**config.mk**
```make
export PLATFORM = sky130hd
export DESIGN_NAME = display_timings_480p
export DESIGN_NICKNAME = d
export VERILOG_FILES = /design/src/rtl/display_timings_480p.sv
export SDC_FILE = /design/constraint.sdc
export NUM_CORES = 1
export LEC_CHECK = 0
export ABC_CLOCK_PERIOD_IN_PS = 6660
export BUFFER_PORTS_ARGS = -buffer_cell sky130_fd_sc_hd__buf_2
export CORE_MARGIN = 3
export CORE_UTILIZATION = 55
export DETAILED_ROUTE_END_ITERATION = 10
export PLACE_DENSITY_LB_ADDON = 0.3
export SLEW_MARGIN = 20
export SYNTH_ARGS = -nofsm -noshare
export SYNTH_HDL_FRONTEND = slang
export SYNTH_SLANG_ARGS = --single-unit
```
**constraint.sdc**
```tcl
create_clock -name clk_pix -period 6.66 [get_ports clk_pix]
set_clock_uncertainty 0.2 [all_clocks]
set_input_delay 1.332 -clock clk_pix [delete_from_list [all_inputs] [get_ports clk_pix]]
set_output_delay 1.332 -clock clk_pix [all_outputs]
set_load 0.005 [all_outputs]
```
**src/rtl/display_timings_480p.sv**
```systemverilog
// 640x480 @ 60 Hz timing generator in the pixel-clock domain.
// Outputs are registered and decoded from next-state counters, so they line up with sx/sy.
module display_timings_480p #(
  parameter int CORDW  = 10,
  parameter int H_RES  = 640,
  parameter int H_FP   = 16,
  parameter int H_SYNC = 96,
  parameter int H_BP   = 48,
  parameter int V_RES  = 480,
  parameter int V_FP   = 10,
  parameter int V_SYNC = 2,
  parameter int V_BP   = 33,
  parameter bit H_POL  = 1'b0,
  parameter bit V_POL  = 1'b0
) (
  input  logic             clk_pix,
  input  logic             rst_pix_n,
  output logic [CORDW-1:0] sx,
  output logic [CORDW-1:0] sy,
  output logic             hsync,
  output logic             vsync,
  output logic             de,
  output logic             frame,
  output logic             line
);
  localparam int H_TOTAL = H_RES + H_FP + H_SYNC + H_BP;
  localparam int V_TOTAL = V_RES + V_FP + V_SYNC + V_BP;

  localparam logic [CORDW-1:0] H_LAST = CORDW'(H_TOTAL - 1);
  localparam logic [CORDW-1:0] V_LAST = CORDW'(V_TOTAL - 1);
  localparam logic [CORDW-1:0] H_ACT  = CORDW'(H_RES);
  localparam logic [CORDW-1:0] V_ACT  = CORDW'(V_RES);
  localparam logic [CORDW-1:0] HS_STA = CORDW'(H_RES + H_FP);
  localparam logic [CORDW-1:0] HS_END = CORDW'(H_RES + H_FP + H_SYNC - 1);
  localparam logic [CORDW-1:0] VS_STA = CORDW'(V_RES + V_FP);
  localparam logic [CORDW-1:0] VS_END = CORDW'(V_RES + V_FP + V_SYNC - 1);

  logic [CORDW-1:0] sx_nx, sy_nx;

  // >= rather than == so a corrupted counter still falls back into range
  always_comb begin
    sx_nx = sx + CORDW'(1);
    sy_nx = sy;
    if (sx >= H_LAST) begin
      sx_nx = '0;
      sy_nx = (sy >= V_LAST) ? '0 : sy + CORDW'(1);
    end
  end

  // reset parks on the last blanking pixel so release lands on (0,0) with a frame strobe
  always_ff @(posedge clk_pix) begin
    if (!rst_pix_n) begin
      sx    <= H_LAST;
      sy    <= V_LAST;
      hsync <= ~H_POL;
      vsync <= ~V_POL;
      de    <= 1'b0;
      frame <= 1'b0;
      line  <= 1'b0;
    end else begin
      sx    <= sx_nx;
      sy    <= sy_nx;
      hsync <= (sx_nx >= HS_STA && sx_nx <= HS_END) ? H_POL : ~H_POL;
      vsync <= (sy_nx >= VS_STA && sy_nx <= VS_END) ? V_POL : ~V_POL;
      de    <= (sx_nx < H_ACT) && (sy_nx < V_ACT);
      frame <= (sx_nx == '0) && (sy_nx == '0);
      line  <= (sx_nx == '0);
    end
  end
endmodule

```
==> flow_metrics.env, run 1 <==
export IMPL_start_util_pct=61.0
export IMPL_cp_arrival_ns=2.89
export IMPL_synth_seq_cells=25
export IMPL_max_freq_mhz=354
export IMPL_synth_distinct_cells=55
export IMPL_yosysWarnings=0
export IMPL_grt_usage_pct=23.0
export IMPL_rr_startpoint="sy[1]$_SDFF_PN0_"
export IMPL_synth_area_leader_cell="dfxtp_1"
export IMPL_hold_path_class="flop to flop"
export IMPL_startpoint="sy[1]$_SDFF_PN0_"
export IMPL_async_flop_share_pct=0
export IMPL_core_area_mm2=0.00261
export IMPL_post_cts_buffers=0
export IMPL_wl_per_cell_um=15.8
export IMPL_dieHeight_um=59.8
export IMPL_die_area_mm2=0.00358
export IMPL_drtIter0Drc=85
export IMPL_nets=213
export IMPL_slew_headroom_pct=64.4
export IMPL_ctsHoldBuffers=0
export IMPL_worst_pin_slew_ns=0.534
export IMPL_start_kind="flop"
export IMPL_synthFlopType="dfxtp_1"
export IMPL_post_cts_resized=0
export IMPL_io_pins=27
export IMPL_die_width_um=59.8
export IMPL_row_count=18
export IMPL_status="finished, final reports clean"
export IMPL_route_detailed_drc=0
export IMPL_period_share_pct=42.4
export IMPL_synth_edff_count=0
export IMPL_crit_type="flop to flop"
export IMPL_grt_pass1_vias=1344
export IMPL_cts_buffer_depth=2
export IMPL_synth_avg_cell_area_um2=8.48
export IMPL_endpoint="frame$_SDFF_PN0_"
export IMPL_powerDensity_mw_per_mm2=384
export IMPL_routed_wl_mm=3.75
export IMPL_maxCapViolations=0
export IMPL_cp_required_ns=6.73
export IMPL_clk_pin_slew_ns=0.14
export IMPL_nFillCells=223
export IMPL_grt_first_pass_wirelength_mm=6.31
export IMPL_numPortBuffers=26
export IMPL_setup_violations=0
export IMPL_synth_area_mm2=0.00159
export IMPL_post_dp_hpwl_mm=2.77
export IMPL_worst_r2r_setup_slack_ns=3.84
export IMPL_cts_buffers=3
export IMPL_rr_worst_depth=7
export IMPL_grt_max_degree=19
export IMPL_synth_area_top_cells="dfxtp_1 (31%), nand2_1 (5.2%), o21ai_0 (4.4%), xnor2_1 (3.3%), xor2_1 (2.7%)"
export IMPL_synthToLayoutAreaGrowth_pct=8.24
export IMPL_rr_endpoint="frame$_SDFF_PN0_"
export IMPL_end_kind="flop"
export IMPL_htreeDepth=1
export IMPL_pre_cts_slack_ns=3.93
export IMPL_netlist_instances=188
export IMPL_synth_fp_nets=193
export IMPL_vias=1475
export IMPL_gp_congestion=0.941
export IMPL_clk_latency_ns=0.32
export IMPL_yosysSeqAreaShare_pct=31.4
export IMPL_slew_viol_final=0
export IMPL_cts_root_buf="clkbuf_4"
export IMPL_diodes=0
export IMPL_grt_overflow=0
export IMPL_dr_pass1_iters=4
export IMPL_finalSetupTns_ns=0
export IMPL_synth_top_area_share_pct=31.4
export IMPL_antenna_found_initial=0
export IMPL_total_leakage_power_uw=0.000653
export IMPL_worstPathMaxFanout=9
export IMPL_post_route_min_period_ns=2.82
export IMPL_rsz0062_at_grt="no"
export IMPL_ir_drop_v=0.000339
export IMPL_ant_nets=0
export IMPL_finalWorstSetupSlack_ns=3.84
export IMPL_cts_tree="built"
export IMPL_vias_per_cell=6.22
export IMPL_drive_above_1_share_pct=22.2
export IMPL_cts_sinks=25
export IMPL_hold_viol=0
-- flip-flops by register name, indices dropped and copies added, names as in the netlist --
name,flops
sx,10
sy,10
de,1
frame,1
hsync,1
line,1
vsync,1
-- worst min path at each step --
stage	from	endpoint	cells after the start
6_report	sx[0]$_SDFF_PN1_	sx[0]$_SDFF_PN1_	1
5_1_grt	sx[0]$_SDFF_PN1_	sx[0]$_SDFF_PN1_	1
4_1_cts	sx[0]$_SDFF_PN1_	sx[0]$_SDFF_PN1_	1
3_5_place_dp	sx[0]$_SDFF_PN1_	sx[0]$_SDFF_PN1_	1
3_3_place_gp	sx[0]$_SDFF_PN1_	sx[0]$_SDFF_PN1_	1
2_1_floorplan	sx[0]$_SDFF_PN1_	sx[0]$_SDFF_PN1_	1
-- cells in the mapped netlist (all sizes together) (5+ instances only) --
cell,n
dfxtp,25
nand4,5
a31oi,6
nor2,11
and3,6
nand2b,5
nand2,22
xnor2,6
and2,5
nor3,5
o21ai,14
buf,8
xor2,5
a21oi,5
nand3,7
inv,6
-- power by group --
part / leakage (µW) / internal, µW / switching (µW)
Combinational: 0.000431 / 149 / 199
Clock: 0.0000177 / 22.5 / 47.3
Sequential: 0.000204 / 184 / 61.0
-- worst max-delay path: stages, from the launching register on --
cell	delay (ns)
dfxtp_1	0.51
ha_1	0.33
nand3_1	0.31
a211oi_2	0.53
mux2_4	0.36
o31ai_4	0.23
o221ai_2	0.14
nor3b_2	0.18
-- area by class of cell --
cell class | count | area [µm²] | share of cell area [%]
clock buffers | 3 | 22.5 | 1.31
clock inverters | 1 | 5.00 | 0.290
inverters | 6 | 22.5 | 1.31
multi-input cells | 146 | 1010 | 58.4
flip-flops and latches | 25 | 500 | 29.0
well taps | 30 | 37.5 | 2.18
repair buffers | 26 | 130 | 7.54
-- cell families (layout without fill, tap and decap cells) --
group	count (synthesis)	count (layout)	share of synthesized area [%]
AO/OA/AOI/OAI	46	46	21.5
XOR/XNOR	11	11	6.04
buffers and inverters	17	36	5.42
adder cells (fa/ha/maj)	3	3	2.36
multiplexers	4	4	2.98
AND/OR/NAND/NOR	82	82	30.3
flip-flops	25	25	31.4
-- cell usage in the layout (no fill, tap or decap), types with 5 or more instances in the layout --
cell type,count
nand2b_1,5
nor2_1,10
xor2_1,5
dfxtp_1,25
nand3_1,6
o21ai_0,14
inv_1,6
xnor2_1,6
a31oi_1,6
buf_2,26
nand2_1,22
and2_1,5
and3_1,6
-- metal layers --
| metal | vias up | part of all wire, % | global-route usage, % |
|---|---|---|---|
| met5 | - | 0 | 0 |
| met4 | 0 | 1.9 | 10.4 |
| met3 | 9 | 4.8 | 3.24 |
| met2 | 43 | 44 | 33.5 |
| met1 | 698 | 49 | 33.3 |
| li1 | 725 | - | - |
-- through the flow --
stage / area, µm² / util (%) / instances / power [µW] / hold slack, ns
finish: 1730 / 66.0 / 237 / 662 / 0.374
global route: 1730 / 66.0 / 237 / 718 / 0.417
CTS: 1730 / 66.0 / 237 / 661 / 0.376
detailed placement: 1700 / 65.0 / 233 / 591 / 0.330
global placement: 1700 / 65.0 / 233 / 581 / 0.328
floorplan: 1590 / - / 188 / 512 / 0.306
Power figures use the tool's default switching activity.
==> run 2, diff against run 1 <==
--- a/config.mk
+++ b/config.mk
@@ -5,7 +5,7 @@
 export SDC_FILE = /design/constraint.sdc
 export NUM_CORES = 1
 export LEC_CHECK = 0
-export ABC_CLOCK_PERIOD_IN_PS = 6660
+export ABC_CLOCK_PERIOD_IN_PS = 3000
 export BUFFER_PORTS_ARGS = -buffer_cell sky130_fd_sc_hd__buf_2
 export CORE_MARGIN = 3
 export CORE_UTILIZATION = 55
==> constraint.sdc (replaced) <==
create_clock -name clk_pix -period 3 [get_ports clk_pix]
set_clock_uncertainty 0.2 [all_clocks]
set_input_delay 0.6 -clock clk_pix [delete_from_list [all_inputs] [get_ports clk_pix]]
set_output_delay 0.6 -clock clk_pix [all_outputs]
set_load 0.005 [all_outputs]
==> run 2 against run 1 <==
Cell area rose by 0.44%. Critical endpoint unchanged. Non-clock buffer count unchanged. Hold slack better by 0.0035 ns. Via count increased by 0.34%. Count of clock-buffer cells in the layout unchanged. Total power up 120%. Sequential power is 120% higher. Largest cell class unchanged. Wire length decreased by 0.16%.
==> flow_metrics.env, run 2 (synthesis results as in run 1) <==
export IMPL_status="finished, final reports clean"
export IMPL_end_kind="flop"
export IMPL_dr_wl_met2_mm=1.66
export IMPL_drtIter0Drc=89
export IMPL_max_freq_mhz=363
export IMPL_highest_layer="met4"
export IMPL_clk_pin_slew_ns=0.15
export IMPL_start_kind="flop"
export IMPL_worstPathMaxFanout=9
export IMPL_ant_nets=0
export IMPL_grt_max_degree=19
export IMPL_grt_first_pass_wirelength_mm=6.27
export IMPL_drive_above_1_share_pct=22.2
export IMPL_die_width_um=59.8
export IMPL_rr_endpoint="frame$_SDFF_PN0_"
export IMPL_dr_pass1_iters=4
export IMPL_wl_per_cell_um=15.8
export IMPL_maxCapViolations=0
export IMPL_slew_viol_final=0
export IMPL_diodes=0
export IMPL_final_common_cell="buf_2"
export IMPL_cts_root_buf="clkbuf_4"
export IMPL_rr_startpoint="sy[1]$_SDFF_PN0_"
export IMPL_nets=213
export IMPL_row_count=18
export IMPL_multi_input_area_mm2=0.00101
export IMPL_final_cell_mix="buf_2 (26), dfxtp_1 (25), nand2_1 (22)"
export IMPL_hold_viol=0
export IMPL_cp_arrival_ns=2.83
export IMPL_min_path_cells=1
export IMPL_cts_sinks=25
export IMPL_route_detailed_drc=0
export IMPL_grt_overflow=0
export IMPL_cts_buffer_depth=2
export IMPL_numPortBuffers=26
export IMPL_grt_usage_pct=22.6
export IMPL_post_cts_buffers=0
export IMPL_clk_latency_ns=0.33
export IMPL_hold_path_class="flop to flop"
export IMPL_routed_wl_mm=3.75
export IMPL_core_area_mm2=0.00261
export IMPL_cp_required_ns=3.07
export IMPL_setup_violations=0
export IMPL_final_util_pct=66.3
export IMPL_crit_type="flop to flop"
export IMPL_seq_area_um2=500
export IMPL_finalSetupTns_ns=0
export IMPL_ir_drop_v=0.000719
export IMPL_dieHeight_um=59.8
export IMPL_worst_pin_slew_ns=0.552
export IMPL_total_leakage_power_uw=0.000654
export IMPL_wl_met3_um=221
export IMPL_finalWorstSetupSlack_ns=0.243
export IMPL_top_regs="sx: 10 flops, sy: 10 flops"
export IMPL_rr_worst_depth=7
export IMPL_grt_pass1_vias=1322
export IMPL_cts_tree="built"
export IMPL_synthToLayoutAreaGrowth_pct=8.71
export IMPL_post_route_min_period_ns=2.76
export IMPL_rsz0062_at_grt="no"
export IMPL_worst_r2r_setup_slack_ns=0.24
export IMPL_vias=1480
export IMPL_post_cts_resized=0
export IMPL_die_area_mm2=0.00358
export IMPL_powerDensity_mw_per_mm2=853
export IMPL_gp_congestion=0.941
export IMPL_cts_buffers=3
export IMPL_antenna_found_initial=0
export IMPL_post_dp_hpwl_mm=2.75
export IMPL_slew_headroom_pct=63.1
export IMPL_nFillCells=233
export IMPL_htreeDepth=1
export IMPL_start_util_pct=61.0
export IMPL_ctsHoldBuffers=0
export IMPL_hold_path_startpoint="sx[0]$_SDFF_PN1_"
export IMPL_wl_met1_mm=1.82
export IMPL_io_pins=27
export IMPL_pre_cts_slack_ns=0.288
export IMPL_period_share_pct=91.9
export IMPL_vias_per_cell=6.24
export IMPL_holdPathEnd="sx[0]$_SDFF_PN1_"
==> run 2: cell count changes in the layout (fill, tap and decap cells not counted) <==
cell      before  now
a211oi_2       1    0
a211oi_4       0    1
==> run 2: cell type report <==
class / instances / area share (%)
Clock inverter: 1 / 0.289
Inverter: 6 / 1.30
Sequential cell: 25 / 28.9
Tap cell: 30 / 2.17
Timing Repair Buffer: 26 / 7.51
Clock buffer: 3 / 1.30
Multi-Input combinational cell: 146 / 58.6
==> run 2: per-stage QoR <==
| stage | hold slack, ns | area [µm²] | total power (µW) | cells |
|---|---|---|---|---|
| 3_3_place_gp | 0.328 | 1700 | 1290 | 233 |
| 5_1_grt | 0.382 | 1730 | 1600 | 237 |
| 4_1_cts | 0.376 | 1730 | 1470 | 237 |
| 2_1_floorplan | 0.306 | 1590 | 1140 | 188 |
| 6_report | 0.377 | 1730 | 1480 | 237 |
| 3_5_place_dp | 0.330 | 1700 | 1310 | 233 |
==> run 2: metal layers <==
metal  vias to the layer above  global-route usage (%)
met3                         8                    3.02
met4                         0                    7.91
met1                       685                    33.4
met5                         -                       0
met2                        62                    33.3
li1                        725                       -
==> run 2: worst max-delay path by stage <==
stage | endpoint | slack [ns] | start
2_1_floorplan | frame$_SDFF_PN0_ | 0.69 | sx[1]$_SDFF_PN1_
3_3_place_gp | frame$_SDFF_PN0_ | 0.27 | sy[1]$_SDFF_PN0_
3_5_place_dp | frame$_SDFF_PN0_ | 0.29 | sy[0]$_SDFF_PN0_
4_1_cts | frame$_SDFF_PN0_ | 0.23 | sy[0]$_SDFF_PN0_
5_1_grt | frame$_SDFF_PN0_ | 0.07 | sy[0]$_SDFF_PN0_
6_report | frame$_SDFF_PN0_ | 0.24 | sy[1]$_SDFF_PN0_
==> run 2: worst max-delay path: stages (launching register included) <==
cell and delay, ns:
dfxtp_1 0.50, ha_1 0.33, nand3_1 0.34, a211oi_4 0.45, mux2_4 0.35, o31ai_4 0.22
o221ai_2 0.13, nor3b_2 0.18
==> run 2: power by group <==
part	switching [µW]	internal, µW	total (µW)
Sequential	137	407	544
Combinational	445	331	776
Clock	108	50.0	158
Total	690	788	1480
==> run 3, diff against run 2 <==
--- a/config.mk
+++ b/config.mk
@@ -11,6 +11,7 @@
 export CORE_UTILIZATION = 55
 export DETAILED_ROUTE_END_ITERATION = 10
 export PLACE_DENSITY_LB_ADDON = 0.3
+export RECOVER_POWER = 50
 export SLEW_MARGIN = 20
 export SYNTH_ARGS = -nofsm -noshare
 export SYNTH_HDL_FRONTEND = slang
==> run 3 against run 2 <==
Die area stayed put. Combinational power hardly changed. Sequential cell count is the same. Wire length up 0.59%. Setup slack improved by 0.013 ns. Non-clock buffer count stayed put. Critical path depth is the same. Sequential power hardly changed. First-iteration DRC count decreased by 1.1%. Clock power about the same. Sequential share of layout area is 0.29 points higher. Core utilization fell by 0.67 points.
==> flow_metrics.env, run 3 (synthesis results as in run 1) <==
export IMPL_cts_tree="built"
export IMPL_grt_pass1_vias=1322
export IMPL_drtIter0Drc=88
export IMPL_synthToLayoutAreaGrowth_pct=7.61
export IMPL_top_regs="sx: 10 flops, sy: 10 flops"
export IMPL_pre_cts_slack_ns=0.288
export IMPL_diodes=0
export IMPL_cts_buffers=3
export IMPL_dr_wl_met2_mm=1.67
export IMPL_nFillCells=239
export IMPL_routed_wl_mm=3.77
export IMPL_total_leakage_power_uw=0.000621
export IMPL_core_area_mm2=0.00261
export IMPL_hold_path_class="flop to flop"
export IMPL_dr_pass1_iters=4
export IMPL_startpoint="sy[1]$_SDFF_PN0_"
export IMPL_io_pins=27
export IMPL_ant_nets=0
export IMPL_rr_worst_depth=7
export IMPL_numPortBuffers=26
export IMPL_grt_max_degree=19
export IMPL_highest_layer="met4"
export IMPL_clk_latency_ns=0.32
export IMPL_finalSetupTns_ns=0
export IMPL_rsz0062_at_grt="no"
export IMPL_finalWorstSetupSlack_ns=0.256
export IMPL_final_cell_mix="dfxtp_1 (25), nand2_1 (22), buf_2 (16)"
export IMPL_worst_r2r_setup_slack_ns=0.26
export IMPL_nets=213
export IMPL_slew_headroom_pct=63.6
export IMPL_post_cts_buffers=0
export IMPL_vias=1458
export IMPL_cts_root_buf="clkbuf_4"
export IMPL_grt_overflow=0
export IMPL_cts_sinks=25
export IMPL_maxCapViolations=0
export IMPL_vias_per_cell=6.15
export IMPL_worst_pin_slew_ns=0.545
export IMPL_cts_buffer_depth=2
export IMPL_row_count=18
export IMPL_hold_viol=0
export IMPL_rr_startpoint="sy[1]$_SDFF_PN0_"
export IMPL_period_share_pct=91.5
export IMPL_post_route_min_period_ns=2.74
export IMPL_die_width_um=59.8
export IMPL_clk_pin_slew_ns=0.15
export IMPL_cp_required_ns=3.07
export IMPL_endpoint="frame$_SDFF_PN0_"
export IMPL_status="finished, final reports clean"
export IMPL_cp_arrival_ns=2.82
export IMPL_final_common_cell="dfxtp_1"
export IMPL_wl_met3_um=192
export IMPL_max_freq_mhz=364
export IMPL_die_area_mm2=0.00358
export IMPL_drive_above_1_share_pct=16.9
export IMPL_grt_usage_pct=22.6
export IMPL_route_detailed_drc=0
export IMPL_powerDensity_mw_per_mm2=862
export IMPL_worstPathMaxFanout=9
export IMPL_ir_drop_v=0.000725
export IMPL_wl_met1_mm=1.87
export IMPL_crit_type="flop to flop"
export IMPL_end_kind="flop"
export IMPL_final_util_pct=65.7
export IMPL_rr_endpoint="frame$_SDFF_PN0_"
export IMPL_gp_congestion=0.941
export IMPL_post_dp_hpwl_mm=2.75
export IMPL_start_util_pct=61.0
export IMPL_antenna_found_initial=0
export IMPL_slew_viol_final=0
export IMPL_wl_per_cell_um=15.9
export IMPL_htreeDepth=1
export IMPL_grt_first_pass_wirelength_mm=6.27
export IMPL_dieHeight_um=59.8
export IMPL_setup_violations=0
export IMPL_start_kind="flop"
## run 3: final cells by class
class	count	area [µm²]	share of cell area (%)
Clock inverter	1	5.00	0.292
Tap cell	30	37.5	2.19
Inverter	6	22.5	1.31
Clock buffer	3	22.5	1.31
Sequential cell	25	500	29.2
Multi-Input combinational cell	146	1010	58.9
Timing Repair Buffer	26	118	6.86
## run 3: stage by stage
step           cells  cell area, µm²  power [µW]  hold WS, ns
3_3_place_gp     233            1700        1290        0.328
3_5_place_dp     233            1700        1310        0.330
6_report         237            1720        1480        0.375
4_1_cts          237            1730        1470        0.376
5_1_grt          237            1720        1600        0.382
2_1_floorplan    188            1590        1140        0.306
## run 3: worst min path at each step
stage                     slack (ns)  cells after the start        startpoint                to
after global placement          0.33                      1  sx[0]$_SDFF_PN1_  sx[0]$_SDFF_PN1_
after CTS                       0.38                      1  sx[0]$_SDFF_PN1_  sx[0]$_SDFF_PN1_
after global routing            0.38                      2         rst_pix_n  sx[1]$_SDFF_PN1_
after detailed placement        0.33                      1  sx[0]$_SDFF_PN1_  sx[0]$_SDFF_PN1_
final                           0.38                      1  sx[0]$_SDFF_PN1_  sx[0]$_SDFF_PN1_
after floorplan                 0.31                      1  sx[0]$_SDFF_PN1_  sx[0]$_SDFF_PN1_
## run 3: layer usage
metal,vias up,GRT usage (%)
met1,683,33.4
met5,-,0
met3,6,3.02
met4,0,7.91
li1,725,-
met2,44,33.3
## run 3: worst max-delay path, cell delays in order (launching register included)
cell and delay [ns]:
dfxtp_1 0.50, ha_1 0.32, nand3_1 0.34, a211oi_4 0.45, mux2_4 0.35, o31ai_4 0.22, o221ai_2 0.13, nor3b_2 0.18
## run 3: power breakdown
part | switching [µW] | internal, µW | leakage, µW
Sequential | 137 | 407 | 0.000204
Combinational | 445 | 329 | 0.000399
Clock | 110 | 50.0 | 0.0000177
## run 3: repair_timing
item,4_1_cts,5_1_grt
hold buffers,0,0
endpoints found under the setup margin,0,1
resized for setup,0,1
